--- config.mk ---
export PLATFORM = sky130hd
export DESIGN_NAME = voice_scheduler
export DESIGN_NICKNAME = d
export VERILOG_FILES = /design/src/rtl/wt_pkg.sv /design/src/rtl/voice_phase_bank.sv /design/src/rtl/voice_scheduler.sv
export SDC_FILE = /design/constraint.sdc
export NUM_CORES = 1
export LEC_CHECK = 0
export ABC_CLOCK_PERIOD_IN_PS = 13900
export BUFFER_PORTS_ARGS = -buffer_cell sky130_fd_sc_hd__buf_2
export CAP_MARGIN = 20
export CORE_MARGIN = 10
export CORE_UTILIZATION = 41
export CTS_BUF_LIST = sky130_fd_sc_hd__clkbuf_4 sky130_fd_sc_hd__clkbuf_8
export CTS_CLUSTER_DIAMETER = 40
export DETAILED_ROUTE_END_ITERATION = 10
export SLEW_MARGIN = 20
export SYNTH_ARGS = -nofsm -noshare
export SYNTH_HDL_FRONTEND = slang
export SYNTH_SLANG_ARGS = --single-unit
export TNS_END_PERCENT = 50
--- constraint.sdc ---
create_clock -name clk_50 -period 13.9 [get_ports clk_50]
set_clock_uncertainty 0.2 [all_clocks]
set_input_delay 2.78 -clock clk_50 [delete_from_list [all_inputs] [get_ports clk_50]]
set_output_delay 2.78 -clock clk_50 [all_outputs]
set_load 0.02 [all_outputs]
--- src/rtl/wt_pkg.sv ---
// Shared types and constants for the wavetable voice scheduler.
// Note table, data widths, FSM state encoding and the RAM byte-order helper.
package wt_pkg;

  localparam int PHASE_W  = 13;
  localparam int ADDR_W   = 15;
  localparam int SAMPLE_W = 16;

  localparam logic [PHASE_W-1:0] SCALE_TABLE [0:12] = '{
    13'd74,  13'd78,  13'd83,  13'd88,
    13'd93,  13'd99,  13'd104, 13'd111,
    13'd117, 13'd124, 13'd132, 13'd139,
    13'd148
  };

  typedef enum logic [2:0] {
    S_IDLE,
    S_ADVANCE,
    S_ISSUE,
    S_WAIT,
    S_ACC,
    S_OUT
  } state_t;

  // Out-of-range note indices map to a zero step (silent, still read).
  function automatic logic [PHASE_W-1:0] scale_of(
    input logic [3:0] kv
  );
    if (kv > 4'd12) return '0;
    return SCALE_TABLE[kv];
  endfunction

  function automatic logic [SAMPLE_W-1:0] byte_swap(
    input logic [SAMPLE_W-1:0] w
  );
    return {w[7:0], w[15:8]};
  endfunction

endpackage

--- src/rtl/voice_phase_bank.sv ---
// Per-voice 13-bit phase accumulators with a single indexed read port.
// Phases step once per frame on adv; released voices snap back to 0.
module voice_phase_bank
  import wt_pkg::*;
#(
  parameter int NV = 4
) (
  input  logic                    clk_50,
  input  logic                    ar,
  input  logic                    adv,
  input  logic [NV-1:0]           key_on,
  input  logic [4*NV-1:0]         key_val,
  input  logic [$clog2(NV)-1:0]   rd_idx,
  output logic [PHASE_W-1:0]      rd_phase
);

  logic [PHASE_W-1:0] phase [NV];

  always_ff @(posedge clk_50 or posedge ar) begin
    if (ar) begin
      for (int i = 0; i < NV; i++) phase[i] <= '0;
    end else if (adv) begin
      for (int i = 0; i < NV; i++) begin
        if (key_on[i])
          phase[i] <= phase[i] + scale_of(key_val[4*i +: 4]);
        else
          phase[i] <= '0;
      end
    end
  end

  assign rd_phase = phase[rd_idx];

endmodule

--- src/rtl/voice_scheduler.sv ---
// Polyphonic wavetable front end: one RAM read per active voice per frame, mixed.
// VOICE_SATURATE_EN selects clamp-to-16-bit mixing instead of divide-by-NV.
module voice_scheduler
  import wt_pkg::*;
#(
  parameter int NV      = 4,
  parameter int TIMEOUT = 64
) (
  input  logic                clk_50,
  input  logic                ar,
  input  logic                sample_tick,
  input  logic [1:0]          wave_sel,
  input  logic [NV-1:0]       key_on,
  input  logic [4*NV-1:0]     key_val,
  output logic [ADDR_W-1:0]   mem_addr,
  output logic                mem_rd,
  input  logic [SAMPLE_W-1:0] mem_dout,
  input  logic                mem_done,
  output logic [SAMPLE_W-1:0] mix_out,
  output logic                mix_valid,
  output logic                busy,
  output logic                overrun,
  output logic                timeout_err
);

  localparam int VW = $clog2(NV);
  localparam int AW = SAMPLE_W + VW;
  localparam int TW = $clog2(TIMEOUT) + 1;

  state_t              st;
  logic [VW-1:0]       v;
  logic [AW-1:0]       acc;
  logic [TW-1:0]       tcnt;
  logic [SAMPLE_W-1:0] sample;
  logic [PHASE_W-1:0]  rd_phase;
  logic [SAMPLE_W-1:0] fin;
  logic                last_v;

  voice_phase_bank #(.NV(NV)) u_bank (
    .clk_50   (clk_50),
    .ar       (ar),
    .adv      (st == S_ADVANCE),
    .key_on   (key_on),
    .key_val  (key_val),
    .rd_idx   (v),
    .rd_phase (rd_phase)
  );

  assign last_v = (v == VW'(NV-1));

`ifdef VOICE_SATURATE_EN
  // Fits in 16 bits only when every bit above bit 15 matches the sign.
  always_comb begin
    fin = acc[SAMPLE_W-1:0];
    if (acc[AW-1:SAMPLE_W-1] != {(VW+1){acc[AW-1]}})
      fin = acc[AW-1] ? 16'h8000 : 16'h7FFF;
  end
`else
  always_comb begin
    fin = acc[SAMPLE_W+VW-1:VW];
  end
`endif

  always_ff @(posedge clk_50 or posedge ar) begin
    if (ar) begin
      st          <= S_IDLE;
      v           <= '0;
      acc         <= '0;
      tcnt        <= '0;
      sample      <= '0;
      mem_addr    <= '0;
      mem_rd      <= 1'b0;
      mix_out     <= '0;
      mix_valid   <= 1'b0;
      busy        <= 1'b0;
      overrun     <= 1'b0;
      timeout_err <= 1'b0;
    end else begin
      mem_rd    <= 1'b0;
      mix_valid <= 1'b0;
      if (sample_tick && st != S_IDLE) overrun <= 1'b1;
      unique case (st)
        S_IDLE: if (sample_tick) begin
          st   <= S_ADVANCE;
          busy <= 1'b1;
          acc  <= '0;
          v    <= '0;
        end
        S_ADVANCE: st <= S_ISSUE;
        S_ISSUE: begin
          if (key_on[v]) begin
            mem_addr <= {wave_sel, rd_phase};
            mem_rd   <= 1'b1;
            tcnt     <= '0;
            st       <= S_WAIT;
          end else if (last_v) begin
            st <= S_OUT;
          end else begin
            v <= v + 1'b1;
          end
        end
        S_WAIT: begin
          if (mem_done) begin
            sample <= byte_swap(mem_dout);
            st     <= S_ACC;
          end else if (tcnt == TW'(TIMEOUT-1)) begin
            sample      <= '0;
            timeout_err <= 1'b1;
            st          <= S_ACC;
          end else begin
            tcnt <= tcnt + 1'b1;
          end
        end
        S_ACC: begin
          acc <= acc + {{VW{sample[SAMPLE_W-1]}}, sample};
          if (last_v) begin
            st <= S_OUT;
          end else begin
            v  <= v + 1'b1;
            st <= S_ISSUE;
          end
        end
        S_OUT: begin
          mix_out   <= fin;
          mix_valid <= 1'b1;
          busy      <= 1'b0;
          st        <= S_IDLE;
        end
        default: st <= S_IDLE;
      endcase
    end
  end

endmodule
==> results.ini <==
[run_status]
status = finished clean

[floorplan]
die-area_um2 = 28000
core-area_um2 = 21200
io_pins = 78
start_util = 0.420
dieWidth_um = 167
die_h_um = 167
rows = 53

[route]
firstDrtPassIters = 7
initialDrtViolationCount = 452
num_vias = 7138
drtAntennaViolNets = 0
post_drt_wl_per_cell_um = 16.0
drc_errors = 0
viasPerCell = 5.40
wirelength_um = 21200

[pwr]
clkPwrFrac = 0.188
swShare = 0.422
intPower_mw = 1.08
p_switching_uw = 789
p_total_mw = 1.87
power_per_cell_area_nw_per_um2 = 188
leakage_nw = 4.80
ir_drop_mv = 0.0684
seqPwrFrac = 0.360
p_comb_frac = 0.452

[global_routing]
grt_overflow = 0
grt_pass1_vias = 6852
track_usage = 0.151
grt_pass1_wl_um = 35300
antenna_found_initial = 0
grt_start_max_net_pins = 82

[layout]
final_util = 0.470
drive_above_1_share = 0.152
nets = 1163
antenna_cells = 0
syn_to_final_growth_pct = 11.9

[timing]
worst_slew_pin_slew_ns = 0.819
layout_min_cycle_time_ns = 5.69
finalSetupTns_ns = 0
rsz0062_at_grt = no
finalSetupViolCount = 0
fin_ws_ns = 8.21
max_slew_margin = 0.452
finalCritPeriodShare = 0.409
report.final.slew_viol_count = 0
fmax_ghz = 0.176
finalHoldViolCount = 0

[synthesis]
avgSynthCellArea_um2 = 9.15
ys_types = 55
seq_area_frac_synth = 0.377
netlist_area_um2 = 8880
async_flop_share = 1.00
yosys_warnings = 0
synth_seq_cells = 134
synth_edf_count = 0
syn-num-nets = 1101
syn_inst = 971
synth_ff_type = dfrtp_1

[clock_tree]
cts-root-buf = clkbuf_8
cts_buffers = 17
clk_path_buf_depth = 2
cts_tree = yes
hold_buffers = 0
postCtsResizedCells = 0
htreeDepth = 4
clock_latency_ns = 0.46
cts_setup_buffers = 0
cts.clk_slew.worst_paths_ns = 0.08
cts.sinks = 134

[placed_design]
post-dp-hpwl_um = 15600
portBuffers = 77
post-place-ws_ns = 7.73
place.gp.congestion = 0.841

[worst_setup_path]
end_kind = flop
path_class = in -> reg
start_kind = input pin
worstPathRequired_ns = 14.05
worstPathArrival_ns = 5.84
crit_path_max_fanout = 7

[run]
maxCapViolCount = 0

[hold_path]
hold_path_class = reg -> reg

## cell usage in the layout (no fill, tap or decap), types with 6 or more instances in the layout
cell type  synthesis  routed
nor2_1            61      61
buf_2              5      77
xnor2_1           17      17
nor3_1            19      19
a21o_1            14      14
nor2b_1           16      16
ha_1              83      83
nand4_1            7       7
dfrtp_1          134     134
o211ai_1           6       6
mux4_2            17      17
xor2_1            16      16
or3_1             13      13
mux2_2            17      17
o21a_1            10      10
o22ai_1            8       8
clkbuf_8           0      20
o31ai_1           16      16
a21oi_1           41      41
nand2_1          156     155
o21ai_0           87      87
nand2b_1          15      15
mux2i_1            8       8
a22o_1            21      21
inv_1             53      52
nand3_1           30      30
## area by class of cell
class / instances / area, um^2
Sequential cell: 134 / 3350
Timing Repair Buffer: 82 / 423
Clock buffer: 21 / 283
Tap cell: 275 / 344
Clock inverter: 11 / 148
Fill cell: 2061 / 11200
Inverter: 54 / 208
Multi-Input combinational cell: 744 / 5180
## Yosys cell counts (3+ instances only)
master | n | area (um^2)
and2_1 | 4 | 25.0
o21ai_1 | 3 | 15.0
mux2_2 | 17 | 191
a21boi_0 | 3 | 22.5
o41ai_1 | 3 | 26.3
clkbuf_1 | 30 | 113
xnor2_1 | 17 | 149
inv_1 | 53 | 199
ha_1 | 83 | 1040
a2111oi_0 | 3 | 26.3
o31ai_1 | 16 | 120
buf_1 | 4 | 15.0
fa_1 | 5 | 100
xor2_1 | 16 | 140
nor3_1 | 19 | 95.1
a21o_1 | 14 | 105
and3_1 | 4 | 25.0
o211ai_1 | 6 | 45.0
or4_1 | 3 | 22.5
nor2_1 | 61 | 229
dfrtp_1 | 134 | 3350
mux4_2 | 17 | 383
a31oi_1 | 5 | 31.3
a22o_1 | 21 | 184
o22a_1 | 4 | 35.0
nand3b_1 | 3 | 22.5
or3_1 | 13 | 81.3
nor2b_1 | 16 | 100
o21ai_0 | 87 | 435
nand4_1 | 7 | 43.8
nand2_1 | 156 | 586
o22ai_1 | 8 | 50.1
buf_2 | 5 | 25.0
o21a_1 | 10 | 75.1
mux2i_1 | 8 | 80.1
nand3_1 | 30 | 150
a32o_1 | 4 | 40.0
nand2b_1 | 15 | 93.8
or2_2 | 4 | 25.0
a21oi_1 | 41 | 205
## worst max-delay path: stages
cell	delay, ns
buf_2	0.15
inv_1	0.11
ha_1	0.28
inv_1	0.05
mux4_2	0.45
ha_1	0.32
nor2b_1	0.14
o21ai_0	0.22
a21oi_1	0.13
o21a_1	0.22
o41ai_2	0.39
nor3_1	0.12
mux2_2	0.28
a22o_1	0.17
## per-layer routing
metal / share of wire / GRT usage
met2: 0.45 / 0.232
met4: 0.012 / 0.0424
met1: 0.49 / 0.209
met5: 0 / 0
met3: 0.047 / 0.0318
## cells by family after synthesis
logic type / Yosys count / share of synthesized area
flip-flops: 134 / 0.377
AO/OA/AOI/OAI: 241 / 0.175
XOR/XNOR: 33 / 0.0325
adder cells (fa/ha/maj): 88 / 0.128
multiplexers: 42 / 0.0737
AND/OR/NAND/NOR: 340 / 0.174
buffers and inverters: 93 / 0.0400
## stage by stage
step / cells / hold slack, ns / cell area (um^2)
after floorplan: 971 / 0.247 / 8880
after global placement: 1289 / 0.252 / 9510
final: 1321 / 0.268 / 9940
after global routing: 1321 / 0.290 / 9940
after CTS: 1321 / 0.276 / 9940
after detailed placement: 1289 / 0.262 / 9510
## power groups by stage
stage | clock, mW | combinational, mW | sequential (mW)
after floorplan | 0 | 0.634 | 0.660
after global placement | 0 | 0.840 | 0.680
after detailed placement | 0 | 0.849 | 0.680
after CTS | 0.361 | 0.853 | 0.674
after global routing | 0.377 | 0.959 | 0.696
final | 0.352 | 0.845 | 0.674
## path summary, 6_finish.rpt
path	slack, ns	cells after the start	to	startpoint
worst max-delay path	8.21	14	u_bank.phase[25]	key_val[9]
worst min-delay path	0.27	1	timeout_err	timeout_err
worst max register to register	11.02	11	u_bank.phase[10]	u_bank.phase[0]
worst min register to register	0.27	1	timeout_err	timeout_err
max in group asynchronous	10.06	3	u_bank.phase[6]	ar
min in group asynchronous	2.25	2	sample[13]	ar
## state kept, by name, indices dropped and copies added (netlist names)
register      cells
busy              1
mem_rd            1
mix_valid         1
tcnt              7
v                 2
u_bank.phase     52
mix_out          16
mem_addr         15
sample           16
timeout_err       1
overrun           1
st                3
acc              18
Power figures use the tool's default switching activity.
